### src/rtl/regfile_wb_arbiter.sv
// Writeback arbiter for a 4-entry register file: picks one of the ALU and load-unit
// writes per cycle, registers it onto the RF write port, and tracks pending writes.
module regfile_wb_arbiter #(
    parameter int DATA_WIDTH = 8,
    parameter int RR_ENABLE  = 1
) (
    input  logic                  clk,
    input  logic                  reset_n,
    input  logic                  alu_req,
    input  logic [1:0]            alu_dest,
    input  logic [DATA_WIDTH-1:0] alu_data,
    output logic                  alu_gnt,
    input  logic                  mem_req,
    input  logic [1:0]            mem_dest,
    input  logic [DATA_WIDTH-1:0] mem_data,
    output logic                  mem_gnt,
    input  logic                  issue_valid,
    input  logic [1:0]            issue_dest,
    output logic                  issue_ready,
    input  logic [1:0]            src1,
    input  logic [1:0]            src2,
    output logic                  src1_busy,
    output logic                  src2_busy,
    output logic                  rf_write_enable,
    output logic [1:0]            rf_dest_reg,
    output logic [DATA_WIDTH-1:0] rf_write_data
);

    typedef enum logic {
        LAST_MEM = 1'b0,
        LAST_ALU = 1'b1
    } winner_e;

    winner_e               last_q, last_d;
    logic [3:0]            busy_q, busy_d;
    logic                  we_q, we_d;
    logic [1:0]            dest_q, dest_d;
    logic [DATA_WIDTH-1:0] data_q, data_d;

    logic                  alu_win, mem_win;
    logic                  any_gnt;
    logic [1:0]            gnt_dest;
    logic [DATA_WIDTH-1:0] gnt_data;

    // ALU loses a tie only under fixed priority or when it won the previous grant.
    always_comb begin
        alu_win = 1'b0;
        mem_win = 1'b0;
        if (alu_req && mem_req) begin
            if ((RR_ENABLE != 0) && (last_q == LAST_MEM)) begin
                alu_win = 1'b1;
            end else begin
                mem_win = 1'b1;
            end
        end else begin
            alu_win = alu_req;
            mem_win = mem_req;
        end
    end

    // Grants are masked while reset is asserted so nothing is accepted then.
    always_comb begin
        alu_gnt  = reset_n && alu_win;
        mem_gnt  = reset_n && mem_win;
        any_gnt  = alu_gnt || mem_gnt;
        gnt_dest = alu_gnt ? alu_dest : mem_dest;
        gnt_data = alu_gnt ? alu_data : mem_data;
    end

    always_comb begin
        issue_ready = !busy_q[issue_dest];
        src1_busy   = busy_q[src1];
        src2_busy   = busy_q[src2];
    end

    always_comb begin
        last_d = last_q;
        we_d   = any_gnt;
        dest_d = dest_q;
        data_d = data_q;
        busy_d = busy_q;
        if (alu_gnt) begin
            last_d = LAST_ALU;
        end else if (mem_gnt) begin
            last_d = LAST_MEM;
        end
        if (any_gnt) begin
            dest_d           = gnt_dest;
            data_d           = gnt_data;
            busy_d[gnt_dest] = 1'b0;
        end
        // Set is applied after clear so a same-bit collision leaves the new issue pending.
        if (issue_valid && issue_ready) begin
            busy_d[issue_dest] = 1'b1;
        end
    end

    always_ff @(posedge clk or negedge reset_n) begin
        if (!reset_n) begin
            last_q <= LAST_MEM;
            busy_q <= '0;
            we_q   <= 1'b0;
            dest_q <= '0;
            data_q <= '0;
        end else begin
            last_q <= last_d;
            busy_q <= busy_d;
            we_q   <= we_d;
            dest_q <= dest_d;
            data_q <= data_d;
        end
    end

    assign rf_write_enable = we_q;
    assign rf_dest_reg     = dest_q;
    assign rf_write_data   = data_q;

endmodule

### config.mk
export PLATFORM = sky130hd
export DESIGN_NAME = regfile_wb_arbiter
export DESIGN_NICKNAME = d
export VERILOG_FILES = /design/src/rtl/regfile_wb_arbiter.sv
export SDC_FILE = /design/constraint.sdc
export NUM_CORES = 1
export LEC_CHECK = 0
export ABC_CLOCK_PERIOD_IN_PS = 1400
export BUFFER_PORTS_ARGS = -buffer_cell sky130_fd_sc_hd__buf_2
export CAP_MARGIN = 20
export CORE_UTILIZATION = 43
export DETAILED_ROUTE_END_ITERATION = 7
export PLACE_DENSITY = 0.78
export SLEW_MARGIN = 20
export SYNTH_ARGS = -nofsm -noshare
export SYNTH_HDL_FRONTEND = slang
export SYNTH_SLANG_ARGS = --single-unit
### constraint.sdc
create_clock -name clk -period 1.4 [get_ports clk]
set_clock_uncertainty 0.05 [all_clocks]
set_input_delay 0.07 -clock clk [delete_from_list [all_inputs] [get_ports clk]]
set_output_delay 0.07 -clock clk [all_outputs]
set_load 0.1 [all_outputs]
=== Word level (Yosys, flattened, before mapping) ===
Cells that the tools add are included.

* Bits in registers: 16
* Input bits: 31
* Output and inout port bits: 16
* Logic and storage cells: 43

* Magnitude comparators: 6
* Multiplexer cells: 20
* Bitwise gates (word level): 3
* Reductions and logical operators: 9

{| class="wikitable"
|+ Operators with widths
! kind !! number
|-
| 2-bit by 3-bit less-than comparator with 1-bit output, second input constant || 4
|-
| 1-bit 2-to-1 mux || 11
|-
| 4-bit 2-to-1 mux || 2
|-
| 8-bit 2-to-1 mux || 1
|-
| 1-bit binary-select mux with 2-bit select || 3
|-
| 1-bit logical AND || 6
|-
| 4-bit bitwise AND || 1
|-
| 1-bit demux with 2-bit select || 2
|-
| 2-bit by 1-bit greater-or-equal comparator with 1-bit output, second input constant || 2
|-
| 4-bit NOT || 1
|-
| 4-bit OR || 1
|-
| 2-bit 2-to-1 mux || 1
|-
| 2-bit nonzero test || 1
|-
| 1-bit zero test || 1
|-
| 1-bit logical OR || 1
|}

=== Depth between registers and ports, before layout ===
Gate-level depths: netlist of the first run.

* Word-level depth: 13
* Gate-level depth with buffers: 5
* Mapped depth without buffers: 4

=== Worst setup path after synthesis of the first run ===
No wires, ideal clock.

* Path type: reg2out
* Start point: register busy_q[3]
* End point: output issue_ready
* Data arrival time: 1.445 ns
* Data required time: 1.280 ns
* Path slack: -0.165 ns
* Cell stages (with the launch flop): 3
* Buffers on the path: 0
* Path through: dfrtp_1 mux4_2 inv_1

* Word-level cells in the longest chain between the ends: 3

{| class="wikitable"
|+ RTL lines
! element !! RTL line !! source
|-
| start: declaration || 35 || <nowiki>logic [3:0] busy_q, busy_d;</nowiki>
|-
| start signal: assignment || 107 || <nowiki>busy_q <= busy_d;</nowiki>
|-
| 1-bit binary-select mux with 2-bit select || 71 || <nowiki>issue_ready = !busy_q[issue_dest];</nowiki>
|-
| 1-bit 2-to-1 mux (not written as such) || 71 ||
|-
| 1-bit zero test || 71 ||
|-
| end: declaration || 19 || <nowiki>output logic issue_ready,</nowiki>
|}

No other way between the ends. The select of a mux whose other input is x is not followed.

=== Final worst setup path of the first run ===
Ends and elaborated chain as after synthesis.

==> results of run 1 <==
[stage by stage]
stage	area, µm²	setup TNS, ps
4_1_cts	1255	-493.3
3_3_place_gp	1154	0
6_report	1274	-506.2
2_1_floorplan	849.6	0
3_5_place_dp	1154	0
5_1_grt	1274	-701.9
[cells by family (layout without fill, tap and decap cells)]
group | after synthesis | in the layout
AND/OR/NAND/NOR | 19 | 19
multiplexers | 13 | 13
flip-flops | 16 | 16
AO/OA/AOI/OAI | 21 | 21
buffers and inverters | 8 | 64
[cell usage after synthesis (all sizes together)]
cell type  number
a21o            1
mux2            1
dfrtp          16
buf             3
o21ai          10
and3            1
a21boi          2
inv             5
nand2b          1
a31oi           8
mux4            3
nand3           3
nand2          12
mux2i           9
nand3b          2
[worst max-delay path, cell delays in order, from the launching register on]
cell and delay (ps):
dfrtp_1 430, mux4_2 510, clkinvlp_4 100, buf_12 170
[metal layers]
layer,vias up,track usage (%)
met4,0,10.59
met2,28,33.24
met3,4,2.353
li1,391,-
met1,371,21.95
met5,-,0
[cell type report]
type,count,share of cell area [%]
Clock buffer,4,2.849
Inverter,5,2.063
Multi-Input combinational cell,53,31.83
Sequential cell,16,31.43
Tap cell,25,2.456
Timing Repair Buffer,55,29.37
[final timing paths]
kind | startpoint | to | slack [ps] | cells after the start
setup / recovery | busy_q[3]$_DFF_PN0_ | issue_ready | -220 | 3
hold / removal | alu_data[4] | rf_write_data[4]$_DFFE_PN0N_ | 7 | 3
setup reg to reg | last_q$_DFFE_PN0N_ | busy_q[3]$_DFF_PN0_ | 10 | 5
hold reg to reg | rf_write_data[2]$_DFFE_PN0N_ | rf_write_data[2]$_DFFE_PN0N_ | 440 | 2
max in group asynchronous | reset_n | rf_dest_reg[0]$_DFFE_PN0N_ | 820 | 3
min in group asynchronous | reset_n | busy_q[3]$_DFF_PN0_ | 310 | 3
[timing repair]
item,in CTS,in global routing
pin swaps,2,1
gates resized for setup,7,3
hold endpoints to repair,16,0
hold buffers,1,0
setup endpoints to repair,4,8
setup buffers,4,1
[power groups by stage]
stage,clock network (mW),registers (mW),logic [mW]
after floorplan,0,0.900,0.426
after global placement,0,0.599,0.924
after detailed placement,0,0.609,0.938
after CTS,0.316,0.599,0.986
after global routing,0.341,0.608,1.03
final,0.314,0.599,0.992
==> summary by stage, run 1 <==
Detailed routing
The met1 routed wirelength after detailed routing is between 700 and 800 µm. Summing over every cut layer, the via total after detailed routing is roughly 790. In the detailed route, the total length drawn on met2 is roughly 1000 µm. The number of detailed-route iterations in the first pass is 4. The mean number of vias per cell is a little over 5. The violation count after the first detailed-route iteration is 8. The detail-routed net length per standard cell is about 12 µm.

Detailed routing placed a total of 96 µm of wire on met3. The number of routed nets with antenna violations is 0. In the routed design, unresolved DRC markers number 0.

The total wire length after detailed routing is 1922 µm. The highest metal layer with signal wires is met4.

Power and ir drop
The power per unit of standard cell area is about 1500 nW/µm². Summed over all nets, the switching power comes to between 0.9 and 1 mW. The share of power burned in combinational logic is roughly 52%. In this run the static leakage power is 0.6730 nW.

The switching power share of the total is 48.70%. The clock network is responsible for 16.5% of the overall power. The total power after layout is 1.904 mW. The internal portion of the total power is around 0.98 mW. The largest voltage drop on the vdd net is a little over 0.0009 V.

The share of power burned in registers is between 30% and 40%.

Synthesis
The fraction of the yosys area taken by sequential cells is 47.55%. The synthesized netlist devotes between 10% and 20% of its cell area to simple gates. The synthesized netlist devotes 0% of its cell area to XOR and XNOR gates.

The number of flip-flops and latches in the synthesized netlist is 16. The net count after synthesis is about 110. The synthesized netlist devotes 0% of its cell area to adder and majority cells. The number of distinct library cells after synthesis is 19. The cell type with the largest total area after synthesis is dfrtp_1. The post-synthesis instance area is between 800 and 900 µm².

The largest family of logic cells by synthesized area is multiplexers. The average footprint of a synthesized cell is 10.94 µm². The count of synthesis-stage warnings from yosys is 0. Sorting the synthesized cells by area gives the leading types as dfrtp_1, mux2i_1, mux4_2.

The share of synthesized area in the top cell type comes to between 40 and 50%. Synthesis produced 77 cells. The portion of netlist area occupied by mux cells is about a fifth. The synthesized netlist devotes between 10% and 20% of its cell area to compound gates.

Layout
Cells fill 71.44% of the core in the end. The multi-input combinational cell area is between 400 and 500 µm². The fraction of layout cells with a size suffix above 1 is 50.38%.

After the last flow step, the layout net total stands at around 170. The count of filler cells inserted in the layout is roughly 140. The library cell used most frequently in the layout, excluding fill and tap cells, is buf_2. In the layout the commonest cells are buf_2, dfrtp_1, nand2_1.

The number of diodes is 0. In the final layout, flip-flops and latches occupy about 400 µm². The filler-free cell count of the finished design is 158.

The number of flip-flops under the largest register name is 8. The area growth from synthesis to layout is 51.26%.

Critical path
The setup path with the least slack is of type flop to primary output. The worst setup path is captured at a primary output. The data arrival at the endpoint of the critical path is approximately 1500 ps.

Along the worst path, the maximum fanout reaches 5. The worst setup path is launched from a flop. The required arrival time at the worst endpoint is ~1300 ps.

STA
Headroom to the max-slew limit came out at about two thirds. The number of setup violations in the final report is 4. The hold violation count in the final report is 0. The time the final worst path needs with I/O delays and setup is approximately 1600 ps. Setup repair after global routing could not meet its margin everywhere. The fmax is about 600 MHz. For the pin with the worst max-slew slack, the measured transition is approximately 500 ps. Hold timing on the final database bottoms out at a slack of 7.131 ps.

The final max-slew violation count is 0. Once routing completed, OpenROAD measured the worst setup slack at -223.3 ps. After layout, the worst path uses 115.9% of the clock period.

Clocking
The total clock buffers created by CTS is 3. CTS saw 16 sinks. TritonCTS built the clock tree. The longest clock path from root to sink contains 2 buffers. The root buffer cell is clkbuf_4.

CTS built an H-tree with a depth of 1. Clock latency on the worst-skew pair, taken at its later pin, is ~290 ps. Clock-pin slew was measured on the worst setup and hold paths at approximately 100 ps.

Floorplan
From left edge to right edge, the die measures about 46 µm. The I/O pin count is 47. The overall die area is 2139 µm². The area of the placeable core is between 1500 and 2000 µm².

The number of core rows is 15. The initial core utilization is 47.23%. The die is 46.25 µm tall.

Min path
The class of the tightest hold or removal check is input pin to flop.

Global routing
The number of global-route vias before repair came to between 600 and 700. The wire length of the first global-routing pass is 2801 µm. Entering global routing, the biggest net connects 22 pins. The initial antenna violation count is 0. The overflow left after global routing is 0. Across every metal layer, demand over resource in global routing totals between 10% and 20%.

Place
The worst slack at placement is 93.74 ps. The number of port buffers is between 40 and 50. Including well taps, the total number of placed cells is ~150. Detailed placement finished with a half-perimeter wire length of 1435 µm. Routability-driven placement finished with a final weighted congestion of 0.7782.

Status
The flow ran to the end, but the final reports show violations. The final reports fail on negative setup slack.

Job
The total of max-cap violations is 0.
No activity file was read; power rests on OpenSTA's default activity.
==> run 2: changes to the inputs <==
CORE_UTILIZATION = 35   (was 43)
PLACE_DENSITY = 0.66   (was 0.78)
==> summary by stage, run 2 (synthesis results as in run 1) <==
Layout
Cells fill about 57% of the core in the end. The post-route netlist has roughly half of its cells at a drive strength greater than 1. Registers take 400.4 µm². The net total in the final layout is 163. The count of filler cells inserted in the layout is 206.

The multi-input combinational cells in the finished layout cover a total of slightly above 400 µm². The register with the most flip-flops in the layout has 8 of them. The repair_antennas step left the layout with diodes totalling 0. The library cells used most frequently in the layout, excluding fill and tap cells, are buf_2, dfrtp_1, nand2_1.

Relative to the synthesized area, the layout overhead comes to 50.07%. Leaving out fill and tap cells, the most frequent cell in the layout is buf_2.

Critical path
The worst register-to-register path ends at rf_write_data[2]$_DFFE_PN0N_. The worst setup path is of the flop to primary output kind. In this run the worst path has a maximum fanout of 5.

The worst register-to-register path has a setup slack of 110 ps. STA classifies the critical path endpoint as a primary output. The data arrival at the endpoint of the critical path is between 1000 and 1500 ps. The required arrival time at the worst endpoint is roughly 1300 ps. The startpoint type of the worst setup path is a flop.

Counting cells, the worst reg-to-reg path comes to 6. The worst register-to-register path begins at last_q$_DFFE_PN0N_.

Job
Max-cap violations in this run came to 0.

Min path
The class of the tightest hold or removal check is input pin to flop. The hold path startpoint is alu_data[1]. The cell depth of the worst min-delay path is 3.

The worst hold path terminates at rf_write_data[1]$_DFFE_PN0N_.

Detailed routing
The mean number of vias per cell is 4.849. The pre-antenna-repair detailed-routing pass consisted of 4 iterations. The detail-routed net length per standard cell is between 10 and 15 µm. Once detail routing completed, the nets flagged for antenna violations numbered 0. The violation count after the first detailed-route iteration is 12. The total wire length after detailed routing is 1926 µm. The number of vias in the routed layout is 771.

The final routed DRC violation total is 0.

Power and ir drop
The share of power burned in registers is between 30% and 40%. For this design the total switching power over the nets is between 0.9 and 1 mW. Across the VDD grid, the largest voltage drop is roughly 0.0011 V. The clock network burns about 16% of the power. The design draws about 1.9 mW. The switching power share of the total is roughly 48%. The cell leakage power is 0.6598 nW. Dividing total power by cell area gives a power density of ~1500 nW/µm². The internal portion of the total power is slightly below 1 mW. The share of total power dissipated in combinational logic is a little over half.

STA
The smallest clock period supported by the final layout is computed as between 1500 and 2000 ps. Setup repair after global routing could not meet its margin everywhere. The final max-slew violation count is 0. The post-route fraction of the period consumed by the critical path is 114.4%.

The hold violation count in the final report came to 0. The number of setup violations in the final report is 4. Setup slack on the critical path of the routed design comes to -201.2 ps. Setup total negative slack on the finished layout was measured at -444.0 ps. Derived from the worst setup path, the maximum achievable clock frequency is 624.5 MHz.

The normalized max-slew margin is between 60% and 70%. The slew at the pin with the worst max-slew slack is between 400 and 500 ps.

Status
The final reports fail on negative setup slack. The flow ran to the end, but the final reports show violations.

Clocking
The root buffer cell is clkbuf_4. The TritonCTS clock tree is built. The number of H-tree levels is 1. The total clock buffers created by CTS is 3. The total number of clock tree sinks is 16. The worst-skew pair later-pin latency is ~270 ps. The clock-pin slew on the worst setup and hold paths is 90 ps. The longest clock path from root to sink contains 2 buffers.

Place
Buffers placed on the I/O ports in this run total between 40 and 50. Summed over all nets, the half-perimeter wirelength after detailed placement is roughly 1500 µm. OpenSTA, run right after detailed placement, puts the worst setup slack at just under 100 ps.

The global placer's final weighted congestion is about 0.73.

Global routing
The initial antenna violation count is 0. The first global-routing pass estimated 3284 µm of wire. The overall track demand over capacity in global routing is 16.31%. The overflow left after global routing is 0. The number of global-route vias before repair was around 780.

Entering global routing, the biggest net connects 22 pins.

Floorplan
In this run the core area contains 17 standard-cell rows. The area of the placeable core is around 2200 µm². The vertical die dimension is around 50 µm. For this design the top-level I/O count stands at 47. The die width is 51.05 µm. The initial core utilization is ~38%. The overall die area is between 2000 and 3000 µm².
-- run 2: routing by layer --
metal	vias up	track usage, %	part of all wire (%)
met5	-	0	0
met4	0	4.167	0
met3	0	2.381	6.7
met1	347	20.68	43
li1	388	-	-
met2	36	28.73	50
-- run 2: final cells by class --
type | instances | share of cell area [%]
Multi-Input combinational cell | 53 | 31.88
Sequential cell | 16 | 31.68
Timing Repair Buffer | 53 | 28.71
Tap cell | 28 | 2.772
Clock buffer | 4 | 2.871
Inverter | 5 | 2.079
-- run 2: power by group through the flow --
| stage | registers, mW | logic (mW) | clock network (mW) |
|---|---|---|---|
| global route | 0.613 | 1.03 | 0.322 |
| finish | 0.600 | 0.985 | 0.293 |
| detailed placement | 0.608 | 0.940 | 0 |
| CTS | 0.600 | 0.985 | 0.302 |
| global placement | 0.600 | 0.927 | 0 |
| floorplan | 0.900 | 0.426 | 0 |
-- run 2: repair_timing --
action,4_1_cts,5_1_grt
pin swaps,1,2
hold buffers,1,0
endpoints found under the hold margin,16,0
gates cloned,0,0
endpoints found under the setup margin,4,10
setup buffers,3,0
gates resized for setup,7,5
-- run 2: worst max-delay path by stage --
stage | slack [ps] | depth (start not counted) | end | from
after floorplan | 7 | 2 | mem_gnt | last_q$_DFFE_PN0N_
after detailed placement | 100 | 2 | src1_busy | busy_q[3]$_DFF_PN0_
after global placement | 130 | 3 | issue_ready | busy_q[3]$_DFF_PN0_
final | -200 | 3 | issue_ready | busy_q[3]$_DFF_PN0_
after global routing | -270 | 3 | issue_ready | busy_q[3]$_DFF_PN0_
after CTS | -210 | 3 | issue_ready | busy_q[3]$_DFF_PN0_
-- run 2: per-stage QoR --
stage | cells | hold slack, ps | cell area [µm²]
6_report | 159 | 14.02 | 1264
5_1_grt | 159 | 32.63 | 1264
4_1_cts | 159 | 22.91 | 1251
3_5_place_dp | 151 | 87.53 | 1157
3_3_place_gp | 151 | 81.47 | 1157
2_1_floorplan | 77 | -275.6 | 849.6
-- run 2: critical path, stage by stage, from the launching register on --
cell        delay (ps)
dfrtp_1            430
mux4_2             510
clkinvlp_4         110
buf_12             170
==> run 3: changes to the inputs <==
ABC_AREA = 1   (was not set)
CTS_CLUSTER_DIAMETER = 40   (was not set)
PLACE_DENSITY = not set   (was 0.66)
==> summary by stage, run 3 <==
Synthesis
Yosys attributes the largest share of cell area to dfrtp_1, nand2_1, nand3_1. After synthesis, flip-flops and latches occupy roughly 44% of the total area. During synthesis, Yosys emitted a total of 0 warnings. The fraction of synthesis flops using an asynchronous set or reset pin is 100.0%. The number of standard cells after synthesis is 125. The number of distinct library cells after synthesis is 20. Among all flip-flop cells after synthesis, the most frequent one is dfrtp_1. By instance count, the leading cell after synthesis is nand2_1. The number of flops mapped to enable cells by yosys is 0. The number of flip-flops and latches in the synthesized netlist is 16. The commonest cells after synthesis are nand2_1, dfrtp_1, inv_1. The post-synthesis instance area is 919.6 µm². The proportion of netlist area held by the largest area contributor is a little over two fifths.

The synthesized design spends more area on one cell type than any other, namely dfrtp_1. The number of nets handed over by synthesis was about 160. Each instance of the synthesized netlist takes up on average roughly 7.4 µm².

Clocking
The clock-pin slew on the worst setup and hold paths is about 90 ps. In this run the clock root is driven by a clkbuf_4. The later pin in the worst-skew pair is clocked with a latency of ~290 ps. The buffer depth of the longest clock path is 2.

TritonCTS built the clock tree. In this run, CTS created clock tree buffers numbering 3. CTS built an H-tree with a depth of 1. The total number of clock tree sinks is 16.

Global routing
Entering global routing, the biggest net connects 18 pins. The first global-routing pass estimated approximately 3900 µm of wire. The initial antenna violation count is 0. The overall track demand over capacity in global routing is 19.16%.

The overflow left after global routing is 0. The number of global-route vias before repair is 950.

Critical path
The data arrival at the endpoint of the critical path is between 1000 and 1500 ps. The slowest stage of the critical path belongs to the cell dfrtp_1. The number of buffers and inverters on the critical path is 1. The type of the setup path with the least slack is flop to primary output. In this run the worst path has a maximum fanout of 4.

The kind of cell with the highest combined delay along the critical path is flip-flops. The worst stage delay on the critical path is around 430 ps. The critical path goes through nand2_1 -> nand2_2 -> nor2_4 -> buf_12.

The sort of element at the end of the critical path is a primary output. STA puts the critical path data required time at around 1300 ps. The worst setup path is launched from a flop.

Floorplan
In this run the vertical extent of the chip is ~53 µm. The area of the placeable core is around 2500 µm². The die covers roughly 2800 µm². The number of core rows is 18.

Pin placement for this block handled between 40 and 50 I/O pins. Once the floorplan was initialized, standard cells occupied 37.12% of the core. The floorplan step set the die width to 53.26 µm.

Layout
Leaving out fill and tap cells, the most frequent cells in the layout are nand2_1, buf_2, dlygate4sd3_1. Once layout is complete, the cells apart from fillers number between 200 and 250. The number of diodes is 0. The library cell used most frequently in the layout, excluding fill and tap cells, is nand2_1.

From synthesis to final layout, the design area changed by 70.20%. The fraction of layout cells with a size suffix above 1 is a little under two fifths. The register with the most flip-flops in the layout has 8 of them. For this run, the post-layout net count is around 230. The filler cells instantiated in the layout total 236.

Detailed routing
The first routing iteration left 11 violations. The count of nets left with antenna violations once routing finished came out at 0. In the final routed layout, each cell accounts on average for between 10 and 15 µm. The total wire length after detailed routing is 2498 µm. Using the TritonRoute via totals, the vias-per-cell ratio works out to between 4 and 5. For this block, the via count after detailed routing is 1,087.

For this run, the detailed router's first-pass iteration total came to 4. The final routed DRC violation total is 0.

Job
Across the run, the number of max-cap violations was 0.

Place
The global placer's final weighted congestion is roughly 0.77. The number of port buffers is 46. The half-perimeter wire length after detailed placement is approximately 1700 µm. The post-placement cell count is 200. The worst slack at placement is 183.1 ps.

Power and ir drop
After layout, the design draws a total of 2.063 mW. The cell leakage power is ~0.8 nW. The power per unit of standard cell area is roughly 1300 nW/µm². Across the VDD grid, the largest voltage drop is between 0.001 and 0.0015 V.

STA
Measured against its own limit, the worst slew margin works out to approximately two thirds. At the pin with the least slew margin, the transition time is between 400 and 500 ps. Hold is met by roughly 57 ps. The final sum of negative setup slack is 0 ps. The setup slack after layout is 20.28 ps.

Setup violations remaining at the end of the flow were counted as 0. The hold violation count in the final report is 0. The time the final worst path needs with I/O delays and setup is ~1400 ps.

Setup repair after global routing could not meet its margin everywhere. The final critical path takes up 98.55% of the cycle. The final max-slew violation count is 0. For this run, the top clock speed supported by timing is approximately 720 MHz.

Status
The run finished with clean final reports.

Min path
The class of the tightest hold or removal check is input pin to flop.
run 3: layer usage:
layer	wire (µm)	track usage, %	vias to the layer above	share of wire [%]
met2	1355	33.54	34	54
met4	10	3.947	0	0.40
met3	131	5.747	2	5.2
li1	-	-	549	-
met5	0	0	-	0
met1	1001	22.75	502	40
run 3: kinds of logic after synthesis:
group                  count (synthesis)  synth area share, %
AND/OR/NAND/NOR                       74                34.01
buffers and inverters                 18                9.795
AO/OA/AOI/OAI                         17                12.65
flip-flops                            16                43.54
run 3: power by group:
| part | internal [mW] | switching, mW |
|---|---|---|
| Clock | 0.158 | 0.145 |
| Sequential | 0.550 | 0.0738 |
| Combinational | 0.346 | 0.790 |
run 3: layout make-up:
type | count | area (µm²) | area share (%)
clock buffers | 4 | 36.28 | 2.318
inverters | 15 | 57.56 | 3.677
multi-input cells | 91 | 489.2 | 31.26
flip-flops and latches | 16 | 401.6 | 25.66
well taps | 30 | 37.54 | 2.398
repair buffers | 70 | 543.0 | 34.69
run 3: timing repair:
item	CTS	global route
gates cloned	0	0
buffers inserted	2	2
hold endpoints to repair	25	0
pin swaps	2	3
resized for setup	0	6
endpoints found under the setup margin	2	8
hold buffers	18	0
run 3: worst register-to-register path, delay by kind of cell (launching register included):
kind          cells  cell delay [ps]
buf+inv           1              180
simple gates      7              560
flops             1              370
run 3: per-stage QoR:
| step | util, % | area, µm² |
|---|---|---|
| 2_1_floorplan | - | 968.4 |
| 3_3_place_gp | 52.68 | 1305 |
| 3_5_place_dp | 52.68 | 1305 |
| 4_1_cts | 62.02 | 1536 |
| 5_1_grt | 63.18 | 1565 |
| 6_report | 63.18 | 1565 |
run 3: worst paths after layout:
path,to,slack (ps),start,depth (start not counted)
setup / recovery,issue_ready,20,busy_q[1]$_DFF_PN0_,4
hold / removal,busy_q[0]$_DFF_PN0_,60,issue_dest[1],4
setup reg to reg,busy_q[1]$_DFF_PN0_,140,last_q$_DFFE_PN0N_,8
hold reg to reg,rf_dest_reg[0]$_DFFE_PN0N_,500,rf_dest_reg[0]$_DFFE_PN0N_,2
max in group asynchronous,busy_q[3]$_DFF_PN0_,860,reset_n,3
min in group asynchronous,last_q$_DFFE_PN0N_,240,reset_n,3
